<file path="config.mk">
export PLATFORM = sky130hd
export DESIGN_NAME = cordic_vec_scheduler_flat
export DESIGN_NICKNAME = d
export VERILOG_FILES = /design/src/rtl/cordic_sched_pkg.sv /design/src/rtl/cordic_vec_scheduler_if.sv /design/src/rtl/rr_arbiter.sv /design/src/rtl/cordic_vec_scheduler.sv /design/src/flat_wrapper.sv
export SDC_FILE = /design/constraint.sdc
export NUM_CORES = 1
export LEC_CHECK = 0
export CAP_MARGIN = 5
export CORE_AREA = 2 2 181 183
export CTS_BUF_LIST = sky130_fd_sc_hd__clkbuf_16
export CTS_CLUSTER_DIAMETER = 80
export DETAILED_ROUTE_END_ITERATION = 12
export DIE_AREA = 0 0 183 185
export DONT_BUFFER_PORTS = 1
export SLEW_MARGIN = 20
export SYNTH_ARGS = -nofsm -noshare
export SYNTH_HDL_FRONTEND = slang
export SYNTH_HIERARCHICAL = 1
export SYNTH_SLANG_ARGS = --single-unit
</file>
<file path="constraint.sdc">
create_clock -name clock -period 4.7 [get_ports clock]
set_input_delay 0.705 -clock clock [delete_from_list [all_inputs] [get_ports clock]]
set_output_delay 0.705 -clock clock [all_outputs]
set_load 0.01 [all_outputs]
</file>
<file path="src/rtl/cordic_sched_pkg.sv">
// -----------------------------------------------------------------------------
// cordic_sched_pkg
// Shared types and default sizing for the CORDIC vectoring job scheduler.
//   sched_state_e      : scheduler FSM encoding (IDLE=0, ISSUE=1, WAIT=2, RESP=3)
//   DEF_NUM_REQ/DEF_DW : default requester count and operand/result width
//   DEF_IDW            : default requester-ID width, clog2(DEF_NUM_REQ)
//   DEF_TIMEOUT_CYCLES : default WAIT watchdog limit
// -----------------------------------------------------------------------------
package cordic_sched_pkg;

  typedef enum logic [1:0] {
    S_IDLE  = 2'd0,
    S_ISSUE = 2'd1,
    S_WAIT  = 2'd2,
    S_RESP  = 2'd3
  } sched_state_e;

  localparam int DEF_NUM_REQ        = 4;
  localparam int DEF_DW             = 32;
  localparam int DEF_IDW            = 2;
  localparam int DEF_TIMEOUT_CYCLES = 64;

endpackage

</file>
<file path="src/rtl/cordic_vec_scheduler_if.sv">
// -----------------------------------------------------------------------------
// cordic_vec_scheduler_if
// Bundles the requester, response and engine channels of the scheduler.
//   req_valid/req_x/req_y/req_ready : per-requester job channel (packed, i*DW)
//   rsp_valid/rsp_ready/rsp_id/rsp_norm/rsp_angle/rsp_err : result channel
//   eng_start/eng_x/eng_y           : engine issue
//   eng_done/eng_norm/eng_angle     : engine completion
// Modports:
//   slave  : the scheduler itself
//   master : requesters, response consumer and engine around it
// -----------------------------------------------------------------------------
interface cordic_vec_scheduler_if #(
  parameter int NUM_REQ = cordic_sched_pkg::DEF_NUM_REQ,
  parameter int DW      = cordic_sched_pkg::DEF_DW,
  parameter int IDW     = cordic_sched_pkg::DEF_IDW
);

  logic [NUM_REQ-1:0]    req_valid;
  logic [NUM_REQ*DW-1:0] req_x;
  logic [NUM_REQ*DW-1:0] req_y;
  logic [NUM_REQ-1:0]    req_ready;

  logic                  rsp_valid;
  logic                  rsp_ready;
  logic [IDW-1:0]        rsp_id;
  logic [DW-1:0]         rsp_norm;
  logic [DW-1:0]         rsp_angle;
  logic                  rsp_err;

  logic                  eng_start;
  logic [DW-1:0]         eng_x;
  logic [DW-1:0]         eng_y;
  logic                  eng_done;
  logic [DW-1:0]         eng_norm;
  logic [DW-1:0]         eng_angle;

  modport slave (
    input  req_valid, req_x, req_y, rsp_ready, eng_done, eng_norm, eng_angle,
    output req_ready, rsp_valid, rsp_id, rsp_norm, rsp_angle, rsp_err,
           eng_start, eng_x, eng_y
  );

  modport master (
    output req_valid, req_x, req_y, rsp_ready, eng_done, eng_norm, eng_angle,
    input  req_ready, rsp_valid, rsp_id, rsp_norm, rsp_angle, rsp_err,
           eng_start, eng_x, eng_y
  );

endinterface

</file>
<file path="src/rtl/rr_arbiter.sv">
// -----------------------------------------------------------------------------
// rr_arbiter
// Combinational round-robin pick: first asserted request at or after ptr,
// scanning upward and wrapping at NUM_REQ.
//   req       in  NUM_REQ  request vector
//   ptr       in  IDW      highest-priority index
//   grant     out NUM_REQ  one-hot grant (zero when no request)
//   grant_id  out IDW      encoded grant index
//   grant_any out 1        at least one request present
// -----------------------------------------------------------------------------
module rr_arbiter #(
  parameter int NUM_REQ = 4,
  parameter int IDW     = 2
) (
  input  logic [NUM_REQ-1:0] req,
  input  logic [IDW-1:0]     ptr,
  output logic [NUM_REQ-1:0] grant,
  output logic [IDW-1:0]     grant_id,
  output logic               grant_any
);

  always_comb begin
    int cand;
    cand      = 0;
    grant     = '0;
    grant_id  = '0;
    grant_any = 1'b0;
    for (int off = 0; off < NUM_REQ; off++) begin
      // Modulo by subtraction keeps non-power-of-two NUM_REQ correct.
      cand = int'(ptr) + off;
      if (cand >= NUM_REQ) cand = cand - NUM_REQ;
      if (!grant_any && req[IDW'(cand)]) begin
        grant[IDW'(cand)] = 1'b1;
        grant_id          = IDW'(cand);
        grant_any         = 1'b1;
      end
    end
  end

endmodule

</file>
<file path="src/rtl/cordic_vec_scheduler.sv">
// -----------------------------------------------------------------------------
// cordic_vec_scheduler
// Shares one iterative CORDIC vectoring engine between NUM_REQ requesters.
// Jobs are picked round-robin, issued with a one-cycle eng_start, and the
// engine's norm/angle is returned tagged with the requester ID over a
// valid/ready response channel. Operands and results pass through untouched.
//
// Ports:
//   clock : rising-edge clock
//   reset : synchronous, active-low
//   bus   : cordic_vec_scheduler_if.slave (requester, response, engine channels)
//
// Build option: define CORDIC_SCHED_TIMEOUT_EN to add a WAIT watchdog that
// aborts after TIMEOUT_CYCLES with rsp_err=1 and zeroed results. Without it
// WAIT lasts until eng_done and rsp_err is constant 0.
// -----------------------------------------------------------------------------
module cordic_vec_scheduler
  import cordic_sched_pkg::*;
#(
  parameter int NUM_REQ        = DEF_NUM_REQ,
  parameter int DW             = DEF_DW,
  parameter int IDW            = DEF_IDW,
  parameter int TIMEOUT_CYCLES = DEF_TIMEOUT_CYCLES
) (
  input  logic                   clock,
  input  logic                   reset,
  cordic_vec_scheduler_if.slave  bus
);

  if (NUM_REQ < 2 || NUM_REQ > 8 || IDW != $clog2(NUM_REQ) || TIMEOUT_CYCLES < 1) begin : g_cfg_err
    $error("cordic_vec_scheduler: unsupported NUM_REQ/IDW/TIMEOUT_CYCLES");
  end

  sched_state_e       state_q, state_d;
  logic [IDW-1:0]     ptr_q, ptr_d;
  logic [IDW-1:0]     id_q, id_d;
  logic [DW-1:0]      x_q, x_d, y_q, y_d;
  logic [DW-1:0]      norm_q, norm_d, angle_q, angle_d;

  logic [NUM_REQ-1:0] gnt_oh;
  logic [IDW-1:0]     gnt_id;
  logic               gnt_any;
  logic [DW-1:0]      x_sel, y_sel;
  logic               accept;
  logic               rsp_fire;
  logic               done_ok;
  logic               timeout;

`ifdef CORDIC_SCHED_TIMEOUT_EN
  localparam int CNT_W = $clog2(TIMEOUT_CYCLES + 1);
  logic [CNT_W-1:0]   cnt_q, cnt_d;
  logic               err_q, err_d;
`endif

  function automatic logic [IDW-1:0] next_ptr(input logic [IDW-1:0] id);
    if (int'(id) == NUM_REQ - 1) return '0;
    return id + 1'b1;
  endfunction

  rr_arbiter #(
    .NUM_REQ (NUM_REQ),
    .IDW     (IDW)
  ) u_arb (
    .req       (bus.req_valid),
    .ptr       (ptr_q),
    .grant     (gnt_oh),
    .grant_id  (gnt_id),
    .grant_any (gnt_any)
  );

  // Every grant is a valid requester, so any grant in IDLE is a handshake.
  assign accept   = (state_q == S_IDLE) && gnt_any;
  assign rsp_fire = (state_q == S_RESP) && bus.rsp_ready;
  assign done_ok  = (state_q == S_WAIT) && bus.eng_done;

`ifdef CORDIC_SCHED_TIMEOUT_EN
  // Counter reads TIMEOUT_CYCLES-1 on the TIMEOUT_CYCLES-th WAIT cycle;
  // a coincident eng_done wins.
  assign timeout = (state_q == S_WAIT) && !bus.eng_done &&
                   (cnt_q == CNT_W'(TIMEOUT_CYCLES - 1));
`else
  assign timeout = 1'b0;
`endif

  always_comb begin
    x_sel = '0;
    y_sel = '0;
    for (int i = 0; i < NUM_REQ; i++) begin
      if (gnt_oh[i]) begin
        x_sel = bus.req_x[i*DW +: DW];
        y_sel = bus.req_y[i*DW +: DW];
      end
    end
  end

  // FSM: next state
  always_comb begin
    state_d = state_q;
    case (state_q)
      S_IDLE:  if (accept) state_d = S_ISSUE;
      S_ISSUE: state_d = S_WAIT;
      S_WAIT:  if (bus.eng_done || timeout) state_d = S_RESP;
      S_RESP:  if (bus.rsp_ready) state_d = S_IDLE;
      default: state_d = S_IDLE;
    endcase
  end

  // FSM: outputs
  always_comb begin
    bus.req_ready = '0;
    bus.eng_start = 1'b0;
    bus.rsp_valid = 1'b0;
    case (state_q)
      S_IDLE:  bus.req_ready = gnt_oh;
      S_ISSUE: bus.eng_start = 1'b1;
      S_RESP:  bus.rsp_valid = 1'b1;
      default: ;
    endcase
  end

  // Job operands, result capture and pointer update
  always_comb begin
    x_d     = x_q;
    y_d     = y_q;
    id_d    = id_q;
    norm_d  = norm_q;
    angle_d = angle_q;
    ptr_d   = ptr_q;
    if (accept) begin
      x_d  = x_sel;
      y_d  = y_sel;
      id_d = gnt_id;
    end
    if (done_ok) begin
      norm_d  = bus.eng_norm;
      angle_d = bus.eng_angle;
    end else if (timeout) begin
      norm_d  = '0;
      angle_d = '0;
    end
    if (rsp_fire) ptr_d = next_ptr(id_q);
  end

`ifdef CORDIC_SCHED_TIMEOUT_EN
  always_comb begin
    cnt_d = cnt_q;
    err_d = err_q;
    if (state_q == S_ISSUE)     cnt_d = '0;
    else if (state_q == S_WAIT) cnt_d = cnt_q + 1'b1;
    if (done_ok)      err_d = 1'b0;
    else if (timeout) err_d = 1'b1;
  end
`endif

  // FSM: state register
  always_ff @(posedge clock) begin
    if (!reset) state_q <= S_IDLE;
    else        state_q <= state_d;
  end

  always_ff @(posedge clock) begin
    if (!reset) begin
      ptr_q   <= '0;
      id_q    <= '0;
      x_q     <= '0;
      y_q     <= '0;
      norm_q  <= '0;
      angle_q <= '0;
    end else begin
      ptr_q   <= ptr_d;
      id_q    <= id_d;
      x_q     <= x_d;
      y_q     <= y_d;
      norm_q  <= norm_d;
      angle_q <= angle_d;
    end
  end

`ifdef CORDIC_SCHED_TIMEOUT_EN
  always_ff @(posedge clock) begin
    if (!reset) begin
      cnt_q <= '0;
      err_q <= 1'b0;
    end else begin
      cnt_q <= cnt_d;
      err_q <= err_d;
    end
  end
  assign bus.rsp_err = err_q;
`else
  assign bus.rsp_err = 1'b0;
`endif

  assign bus.eng_x     = x_q;
  assign bus.eng_y     = y_q;
  assign bus.rsp_id    = id_q;
  assign bus.rsp_norm  = norm_q;
  assign bus.rsp_angle = angle_q;

endmodule
</file>
<file path="src/flat_wrapper.sv">
// flat-port wrapper written by rule: the top's interface ports become plain ports
module cordic_vec_scheduler_flat import cordic_sched_pkg::*;
#(
  parameter int NUM_REQ        = DEF_NUM_REQ,
  parameter int DW             = DEF_DW,
  parameter int IDW            = DEF_IDW,
  parameter int TIMEOUT_CYCLES = DEF_TIMEOUT_CYCLES
)
  (clock, reset, bus_req_valid, bus_req_x, bus_req_y, bus_rsp_ready, bus_eng_done, bus_eng_norm, bus_eng_angle, bus_req_ready, bus_rsp_valid, bus_rsp_id, bus_rsp_norm, bus_rsp_angle, bus_rsp_err, bus_eng_start, bus_eng_x, bus_eng_y);
  cordic_vec_scheduler_if #(.NUM_REQ(NUM_REQ), .DW(DW), .IDW(IDW)) bus_i ();
  input  logic clock;
  input  logic reset;
  input wire logic [$bits(bus_i.req_valid)-1:0] bus_req_valid;
  input wire logic [$bits(bus_i.req_x)-1:0] bus_req_x;
  input wire logic [$bits(bus_i.req_y)-1:0] bus_req_y;
  input wire logic [$bits(bus_i.rsp_ready)-1:0] bus_rsp_ready;
  input wire logic [$bits(bus_i.eng_done)-1:0] bus_eng_done;
  input wire logic [$bits(bus_i.eng_norm)-1:0] bus_eng_norm;
  input wire logic [$bits(bus_i.eng_angle)-1:0] bus_eng_angle;
  output wire logic [$bits(bus_i.req_ready)-1:0] bus_req_ready;
  output wire logic [$bits(bus_i.rsp_valid)-1:0] bus_rsp_valid;
  output wire logic [$bits(bus_i.rsp_id)-1:0] bus_rsp_id;
  output wire logic [$bits(bus_i.rsp_norm)-1:0] bus_rsp_norm;
  output wire logic [$bits(bus_i.rsp_angle)-1:0] bus_rsp_angle;
  output wire logic [$bits(bus_i.rsp_err)-1:0] bus_rsp_err;
  output wire logic [$bits(bus_i.eng_start)-1:0] bus_eng_start;
  output wire logic [$bits(bus_i.eng_x)-1:0] bus_eng_x;
  output wire logic [$bits(bus_i.eng_y)-1:0] bus_eng_y;
  assign bus_i.req_valid = bus_req_valid;
  assign bus_i.req_x = bus_req_x;
  assign bus_i.req_y = bus_req_y;
  assign bus_i.rsp_ready = bus_rsp_ready;
  assign bus_i.eng_done = bus_eng_done;
  assign bus_i.eng_norm = bus_eng_norm;
  assign bus_i.eng_angle = bus_eng_angle;
  assign bus_req_ready = bus_i.req_ready;
  assign bus_rsp_valid = bus_i.rsp_valid;
  assign bus_rsp_id = bus_i.rsp_id;
  assign bus_rsp_norm = bus_i.rsp_norm;
  assign bus_rsp_angle = bus_i.rsp_angle;
  assign bus_rsp_err = bus_i.rsp_err;
  assign bus_eng_start = bus_i.eng_start;
  assign bus_eng_x = bus_i.eng_x;
  assign bus_eng_y = bus_i.eng_y;
  cordic_vec_scheduler #(.NUM_REQ(NUM_REQ), .DW(DW), .IDW(IDW), .TIMEOUT_CYCLES(TIMEOUT_CYCLES)) u_core (.clock(clock), .reset(reset), .bus(bus_i));
endmodule
</file>
==> out/metrics.yaml, run 1 <==
worst_setup_path:
  reg2reg_setup_slack_ns: 0.93
  cp_max_fo: 17
  r2r-end: "u_core/bus.eng_y[31]"
  reg2reg_from: "u_core/ptr_q[0]"
  critPathLaunch: "u_core/ptr_q[0]"
  crit_slowest_cell: "ha_1"
  path_buf_inv: 2
  path_depth: 8
  cp.required_ns: 3.99
  critPathKind: "flip-flop to output pin"
  reg2reg_depth: 11
  endpoint_kind: "output pin"
  worstSetupStartpointType: "flip-flop"
  slowest_delay_ns: 0.52
  path_cells: "buf_4 -> inv_1 -> ha_1 -> mux4_2 -> nor2b_1 -> a221oi_1 -> o21ai_0 -> and2_1"
  crit_family: "compound AO/OA/AOI/OAI gates"
  endpoint: "bus_req_ready[1]"
  critPathArrivalTime_ns: 3.08
placement:
  dpl_cell_area_mm2: 0.00710
  io_buffers: 0
  dp.cells: 1109
  routabilityCongestion: 0.844
  dp_hpwl_um: 18900
synth:
  syn-num-nets: 1119
  synth_area_leader_cell: "dfxtp_1"
  yosysSeqAreaShare_pct: 39.1
  ys_types: 38
  synth_area_leaders: "dfxtp_1, a222oi_1, nand2_1"
  synth_top_area_share_pct: 39.1
  synth_edf_count: 0
  synth-warning-count: 6
  synthFlopType: "dfxtp_1"
  async_flop_share_pct: 0
  synth_area_mm2: 0.00686
  syn_inst: 777
  ys_ff_latch: 134
  syn_avg_cell_area_um2: 8.83
timing:
  setup_viol: 0
  slew_headroom_pct: 46.7
  fin_crit_ns: 3.79
  rsz0062_at_grt: "no"
  hold_violations: 0
  timing.final.crit_share_pct: 80.6
  holdWs_ns: 0.429
  skew_ns: 0.0120
  setup_tns_ns: 0
  worstMarginPinSlew_ns: 0.799
  maxSlewViolCount: 0
  fmax_ghz: 0.264
floorplan:
  coreArea_mm2: 0.0320
  num_io_pins: 465
  rows: 66
  die_h_um: 185
  start_util_pct: 21.4
  die_width_um: 183
  die_area_mm2: 0.0339
clock_network:
  cts_resized: 0
  cts_hold_buf: 0
  htreeDepth: 4
  clk-insertion-delay-late_ns: 0.42
  clockBufferDepth: 2
  ctsRootBufferMaster: "clkbuf_16"
  postCtsSetupBuffers: 0
  cts_tree: "done"
  numCtsBuffers: 17
  cts.sinks: 134
  path_clk_slew_ns: 0.06
grt:
  grt_start_max_net_pins: 136
  overflow: 0
  grt_pass1_vias: 5919
  antenna_found_initial: 6
  grt_pass1_wl_um: 37200
  grtUsageTotal_pct: 14.6
finish:
  nets: 1062
  fin_cells: 1144
  stdcell_area_mm2: 0.00772
  drive_above_1_share_pct: 8.33
  final_cell_mix: "nand2_1, dfxtp_1, o211ai_1, a21boi_0"
  final_common_cell: "nand2_1"
  area_growth_pct: 12.6
power:
  power_leakage_nw: 2.38
  power_density_mw_per_mm2: 585
  finalPower_mw: 4.52
  ir_drop_mv: 0.234
outcome:
  status: "completed"
route:
  drt_wl_total_um: 26800
  detail_route.first_pass.iterations: 10
  drc: 0
  viasPerCell: 5.56
  final_antenna_net_count: 0
  vias: 6363
  drtIter0Drc: 629
  routed_wire_length_per_instance_um: 23.4
job:
  cap_violations: 0
worst_hold_path:
  hp-class: "primary input to flip-flop"
worst min path at each step:
stage / from / endpoint / slack [ns] / depth (start not counted)
final: bus_eng_norm[24] / u_core/bus.rsp_norm[24] / 0.43 / 2
after global routing: bus_eng_norm[5] / u_core/bus.rsp_norm[5] / 0.40 / 2
after detailed placement: u_core/state_q[1] / u_core/state_q[1] / 0.50 / 2
after global placement: u_core/state_q[1] / u_core/state_q[1] / 0.48 / 2
after floorplan: u_core/state_q[1] / u_core/state_q[1] / 0.47 / 2
after CTS: bus_eng_norm[5] / u_core/bus.rsp_norm[5] / 0.40 / 2
through the flow:
stage / utilization, % / worst slack (ns)
final: 24.1 / 0.910
after global routing: 24.1 / 0.589
after CTS: 24.1 / 0.846
after detailed placement: 22.2 / 0.889
after global placement: 22.2 / 1.04
after floorplan: - / 1.09
state kept, by name, indices dropped and copies added (netlist names):
register and cells:
u_core/bus.eng_x 32, u_core/bus.eng_y 32, u_core/bus.rsp_angle 32, u_core/bus.rsp_norm 32, u_core/bus.rsp_id 2, u_core/ptr_q 2, u_core/state_q 2
worst reg2reg max path, stage by stage, from the launching register on:
cell and delay (ns):
dfxtp_1 0.30, buf_4 0.23, inv_1 0.14, ha_1 0.52
mux4_2 0.43, nor2b_1 0.21, a221oi_1 0.11, o21ai_0 0.47
nor3b_2 0.10, buf_4 0.33, a222oi_1 0.65, a21oi_1 0.15
power breakdown:
group / switching (mW) / internal, mW / total (mW) / leakage [nW]
Sequential: 0.444 / 1.47 / 1.91 / 1.10
Combinational: 0.782 / 0.388 / 1.17 / 0.995
Clock: 0.551 / 0.881 / 1.43 / 0.286
Total: 1.78 / 2.74 / 4.52 / 2.38
cell usage after synthesis, drive strengths merged, types with 2 or more instances:
master   count
and2         6
nor4b        2
a222oi      64
mux2i        5
o21ai        5
nand2      149
a21boi      67
nand3        6
o211ai      65
ha          14
a31oi        2
o2111ai      2
buf         47
mux4         4
nor2         6
a21oi       64
nor3         2
a221oi       3
dfxtp      134
clkbuf      43
nor2b        6
nand4b      63
inv          8
cell type report:
type	instances	area, um^2
repair buffers	14	130
well taps	408	510
multi-input cells	545	3750
diodes	4	10.0
clock inverters	14	185
flip-flops and latches	134	2680
fillers	3488	24300
inverters	8	30.0
clock buffers	17	425
logic make-up (layout without fill, tap and decap cells):
group / count (synthesis) / in the layout / share of synthesized area (%)
compound gates: 277 / 277 / 30.3
fa+ha+maj: 14 / 14 / 2.55
buf+inv: 98 / 53 / 6.99
flops: 134 / 134 / 39.1
mux: 9 / 9 / 2.04
other cells: 1 / 5 / 0.0547
simple gates: 244 / 244 / 18.9
per-layer routing:
metal,wire length [um],GRT usage [%],vias up
met4,727,6.59,2
li1,-,-,2871
met1,9940,16.1,3050
met2,12900,24.5,407
met3,3230,6.04,33
met5,13,0,-
(Power assumes the default switching activity.)
==> run 2: changes to the inputs <==
==> constraint.sdc (replaced) <==
create_clock -name clock -period 3.89 [get_ports clock]
set_input_delay 0.5835 -clock clock [delete_from_list [all_inputs] [get_ports clock]]
set_output_delay 0.5835 -clock clock [all_outputs]
set_load 0.01 [all_outputs]
==> out/metrics.yaml, run 2 (synthesized netlist as in run 1, its figures left out) <==
worst_hold_path:
  min_from: "bus_eng_norm[24]"
  hold_depth: 2
  hp-class: "primary input to flip-flop"
  hold_end: "u_core/bus.rsp_norm[24]"
placement:
  pre_cts_ws_ns: 0.595
  io_buffers: 0
  dp_hpwl_um: 19700
  routabilityCongestion: 0.861
floorplan:
  num_io_pins: 465
  die_h_um: 185
  coreArea_mm2: 0.0320
  start_util_pct: 21.4
  rows: 66
  die_area_mm2: 0.0339
  die_width_um: 183
finish:
  nets: 1068
  multi_input_area_mm2: 0.00375
  seqCellArea_mm2: 0.00268
  n_fill_cell: 3498
  final_cell_mix: "nand2_1, dfxtp_1, o211ai_1, a21boi_0"
  area_growth_pct: 12.2
  final_common_cell: "nand2_1"
  drive_above_1_share_pct: 8.54
route:
  viasPerCell: 5.58
  final_antenna_net_count: 0
  vias: 6417
  detail_route.first_pass.iterations: 13
  routed_wire_length_per_instance_um: 23.9
  drc: 0
  drt_wl_total_um: 27500
  drtIter0Drc: 647
timing:
  worstMarginPinSlew_ns: 1.00
  maxSlewViolCount: 0
  holdWs_ns: 0.295
  setup_tns_ns: 0
  rsz0062_at_grt: "no"
  fin_crit_ns: 3.26
  timing.final.crit_share_pct: 83.8
  setup_viol: 0
  slew_headroom_pct: 33.3
  skew_ns: 0.00635
  fin_ws_ns: 0.630
  hold_violations: 0
  fmax_ghz: 0.307
worst_setup_path:
  crit_slowest_cell: "mux4_2"
  critPathArrivalTime_ns: 2.68
  r2r-end: "u_core/bus.eng_y[31]"
  reg2reg_depth: 9
  slowest_delay_ns: 0.59
  cp.required_ns: 3.31
  cp_max_fo: 15
  critPathKind: "flip-flop to output pin"
  reg2reg_from: "u_core/ptr_q[0]"
  path_cells: "buf_4 -> mux4_2 -> nor2b_1 -> a221oi_1 -> o21ai_0 -> and2_1"
  reg2reg_setup_slack_ns: 0.64
  endpoint_kind: "output pin"
  worstSetupStartpointType: "flip-flop"
clock_network:
  clockBufferDepth: 2
  ctsRootBufferMaster: "clkbuf_16"
  cts_tree: "done"
  path_clk_slew_ns: 0.06
  postCtsSetupBuffers: 0
  htreeDepth: 4
  clk-insertion-delay-late_ns: 0.43
  cts.sinks: 134
  cts_resized: 0
  numCtsBuffers: 17
  cts_hold_buf: 0
grt:
  grt_start_max_net_pins: 136
  grt_pass1_vias: 5804
  grt_pass1_wl_um: 38200
  antenna_found_initial: 6
  overflow: 0
  grtUsageTotal_pct: 15.3
job:
  cap_violations: 0
outcome:
  status: "completed"
power:
  power_density_mw_per_mm2: 689
  finalPower_mw: 5.30
  ir_drop_mv: 0.289
  power_leakage_nw: 2.39
==> run 2: final cells by class <==
class	instances	area share [%]
Multi-Input combinational cell	545	48.7
Sequential cell	134	34.9
Tap cell	408	6.63
Clock buffer	17	5.53
Timing Repair Buffer	20	2.44
Clock inverter	14	1.25
Inverter	8	0.390
Antenna cell	5	0.163
==> run 2: critical path, delay by kind of cell, from the launching register on <==
family / cells / cell delay, ns
AO/OA/AOI/OAI: 2 / 0.56
buffers and inverters: 1 / 0.24
multiplexers: 1 / 0.59
AND/OR/NAND/NOR: 2 / 0.50
flip-flops: 1 / 0.36
==> run 2: power breakdown <==
| part | switching, mW | internal, mW | total [mW] |
|---|---|---|---|
| Combinational | 0.982 | 0.510 | 1.49 |
| Clock | 0.633 | 0.855 | 1.49 |
| Sequential | 0.547 | 1.78 | 2.32 |
| Total | 2.16 | 3.14 | 5.30 |
==> run 2: routing by layer <==
layer	up-vias	GRT usage, %	routed length [um]
li1	2884	-	-
met1	3051	17.2	10300
met2	431	25.2	13200
met3	47	6.08	3030
met4	4	7.90	950
met5	-	0	26
==> run 2: worst max path at each step <==
stage                         start                    to  cells past startpoint
detailed placement  u_core/ptr_q[0]  u_core/bus.eng_y[31]                      9
global route        u_core/ptr_q[0]  u_core/bus.eng_y[31]                      9
floorplan           u_core/ptr_q[0]      bus_req_ready[3]                     11
finish              u_core/ptr_q[0]      bus_req_ready[1]                      6
CTS                 u_core/ptr_q[0]  u_core/bus.eng_y[31]                      9
global placement    u_core/ptr_q[0]  u_core/bus.eng_y[31]                      9
==> run 2: through the flow <==
stage / area (um^2) / std cells / utilization (%)
floorplan: 6860 / 777 / -
global placement: 7160 / 1115 / 22.4
detailed placement: 7160 / 1115 / 22.4
CTS: 7680 / 1146 / 24.0
global route: 7690 / 1150 / 24.0
finish: 7700 / 1151 / 24.0
==> run 3: changes to the inputs <==
==> constraint.sdc (replaced) <==
create_clock -name clock -period 2.75 [get_ports clock]
set_input_delay 0.4125 -clock clock [delete_from_list [all_inputs] [get_ports clock]]
set_output_delay 0.4125 -clock clock [all_outputs]
set_load 0.01 [all_outputs]
==> out/metrics.yaml, run 3 (synthesized netlist as in run 1, its figures left out) <==
grt:
  grtUsageTotal_pct: 15.4
  grt_pass1_wl_um: 38800
  grt_pass1_vias: 6227
  grt_start_max_net_pins: 136
  antenna_found_initial: 6
  overflow: 0
timing:
  fin_crit_ns: 2.80
  maxSlewViolCount: 0
  rsz0062_at_grt: "yes"
  fmax_ghz: 0.358
  worstMarginPinSlew_ns: 0.673
  slew_headroom_pct: 55.1
  timing.final.crit_share_pct: 102
  setup_viol: 2
  hold_violations: 0
  holdWs_ns: 0.123
  setup_tns_ns: -0.0465
  fin_ws_ns: -0.0455
  skew_ns: 0.00720
worst_hold_path:
  min_from: "bus_eng_norm[23]"
  hp-class: "primary input to flip-flop"
route:
  viasPerCell: 5.57
  routed_wire_length_per_instance_um: 24.0
  vias: 6565
  drt_wl_total_um: 28200
  detail_route.first_pass.iterations: 10
  final_antenna_net_count: 0
  drtIter0Drc: 700
  drc: 0
job:
  cap_violations: 0
power:
  ir_drop_mv: 0.413
  finalPower_mw: 8.11
  power_leakage_nw: 2.64
  power_density_mw_per_mm2: 981
clock_network:
  path_clk_slew_ns: 0.06
  numCtsBuffers: 17
  htreeDepth: 4
  cts_hold_buf: 0
  clk-insertion-delay-late_ns: 0.43
  clockBufferDepth: 2
  ctsRootBufferMaster: "clkbuf_16"
  cts.sinks: 134
  cts_tree: "done"
finish:
  final_common_cell: "nand2_1"
  fin_cells: 1178
  drive_above_1_share_pct: 15.0
  stdcell_area_mm2: 0.00827
  area_growth_pct: 20.5
  nets: 1095
  n_fill_cell: 3396
  final_cell_mix: "nand2_1, dfxtp_1, o211ai_1, a21boi_0"
  final_core_util_pct: 25.8
worst_setup_path:
  critPathArrivalTime_ns: 2.38
  path_cells: "buf_6 -> buf_4 -> mux4_2 -> nor4b_4 -> a31oi_4 -> nand3_4 -> buf_12 -> and2_4"
  endpoint: "bus_req_ready[2]"
  reg2reg_setup_slack_ns: 0
  cp.required_ns: 2.34
  crit_slowest_cell: "mux4_2"
  reg2reg_depth: 12
  cp_max_fo: 7
  worstSetupStartpointType: "flip-flop"
  critPathLaunch: "u_core/ptr_q[0]"
  endpoint_kind: "output pin"
  critPathKind: "flip-flop to output pin"
  reg2reg_from: "u_core/ptr_q[0]"
  r2r-end: "u_core/bus.eng_x[28]"
  slowest_delay_ns: 0.44
floorplan:
  rows: 66
  die_h_um: 185
  coreArea_mm2: 0.0320
  die_area_mm2: 0.0339
  die_width_um: 183
  start_util_pct: 21.4
  num_io_pins: 465
placement:
  dpl_cell_area_mm2: 0.00730
  io_buffers: 0
  dp_hpwl_um: 19600
  dp.cells: 1124
  routabilityCongestion: 0.875
  pre_cts_ws_ns: -0.209
outcome:
  status: "finished with violations"
  violations: "negative setup slack"
-- run 3: cell count changes in the layout (fill, tap and decap cells not counted), moves of 3 or more --
cell       before  now
and2_1          4    1
buf_12          3   10
buf_4          17   30
buf_6           0    6
bufinv_16       1    4
inv_1           9    6
-- run 3: final cells by class --
class / count / area, um^2 / share of cell area [%]
diodes: 4 / 10.0 / 0.121
clock buffers: 18 / 450 / 5.45
clock inverters: 14 / 180 / 2.18
inverters: 8 / 32.5 / 0.393
multi-input cells: 545 / 3880 / 46.9
flip-flops and latches: 134 / 2690 / 32.5
well taps: 408 / 510 / 6.17
repair buffers: 47 / 518 / 6.26
-- run 3: layer usage --
| layer | track usage, % | part of all wire [%] |
|---|---|---|
| met5 | 0 | 0.050 |
| met4 | 9.12 | 4.4 |
| met3 | 5.66 | 11 |
| met2 | 26.3 | 49 |
| met1 | 16.3 | 35 |
-- run 3: power by group --
group / internal [mW] / total, mW / switching, mW
clock: 1.56 / 2.48 / 0.924
sequential: 2.51 / 3.33 / 0.821
combinational: 0.868 / 2.29 / 1.42
total: 4.94 / 8.11 / 3.17
-- run 3: how the worst min path moves through the flow --
| stage | to | slack, ns | cells past startpoint |
|---|---|---|---|
| 2_1_floorplan | u_core/state_q[1] | 0.47 | 2 |
| 3_3_place_gp | u_core/state_q[1] | 0.48 | 2 |
| 3_5_place_dp | u_core/bus.rsp_angle[22] | 0.50 | 2 |
| 4_1_cts | u_core/bus.rsp_angle[2] | 0.09 | 2 |
| 5_1_grt | u_core/bus.rsp_norm[4] | 0.1 | 2 |
| 6_report | u_core/bus.rsp_norm[23] | 0.12 | 2 |
-- run 3: repair_timing --
| action | 4_1_cts | 5_1_grt |
|---|---|---|
| cloned | 1 | 1 |
| setup endpoints to repair | 13 | 46 |
| buffers inserted | 15 | 2 |
| resized for setup | 25 | 11 |
| pin swaps | 8 | 11 |
-- run 3: critical path: cells and delay by family (launching register included) --
| kind | cells | cell delay [ns] |
|---|---|---|
| simple gates | 3 | 0.71 |
| flops | 1 | 0.35 |
| buf+inv | 3 | 0.39 |
| mux | 1 | 0.44 |
| compound gates | 1 | 0.07 |
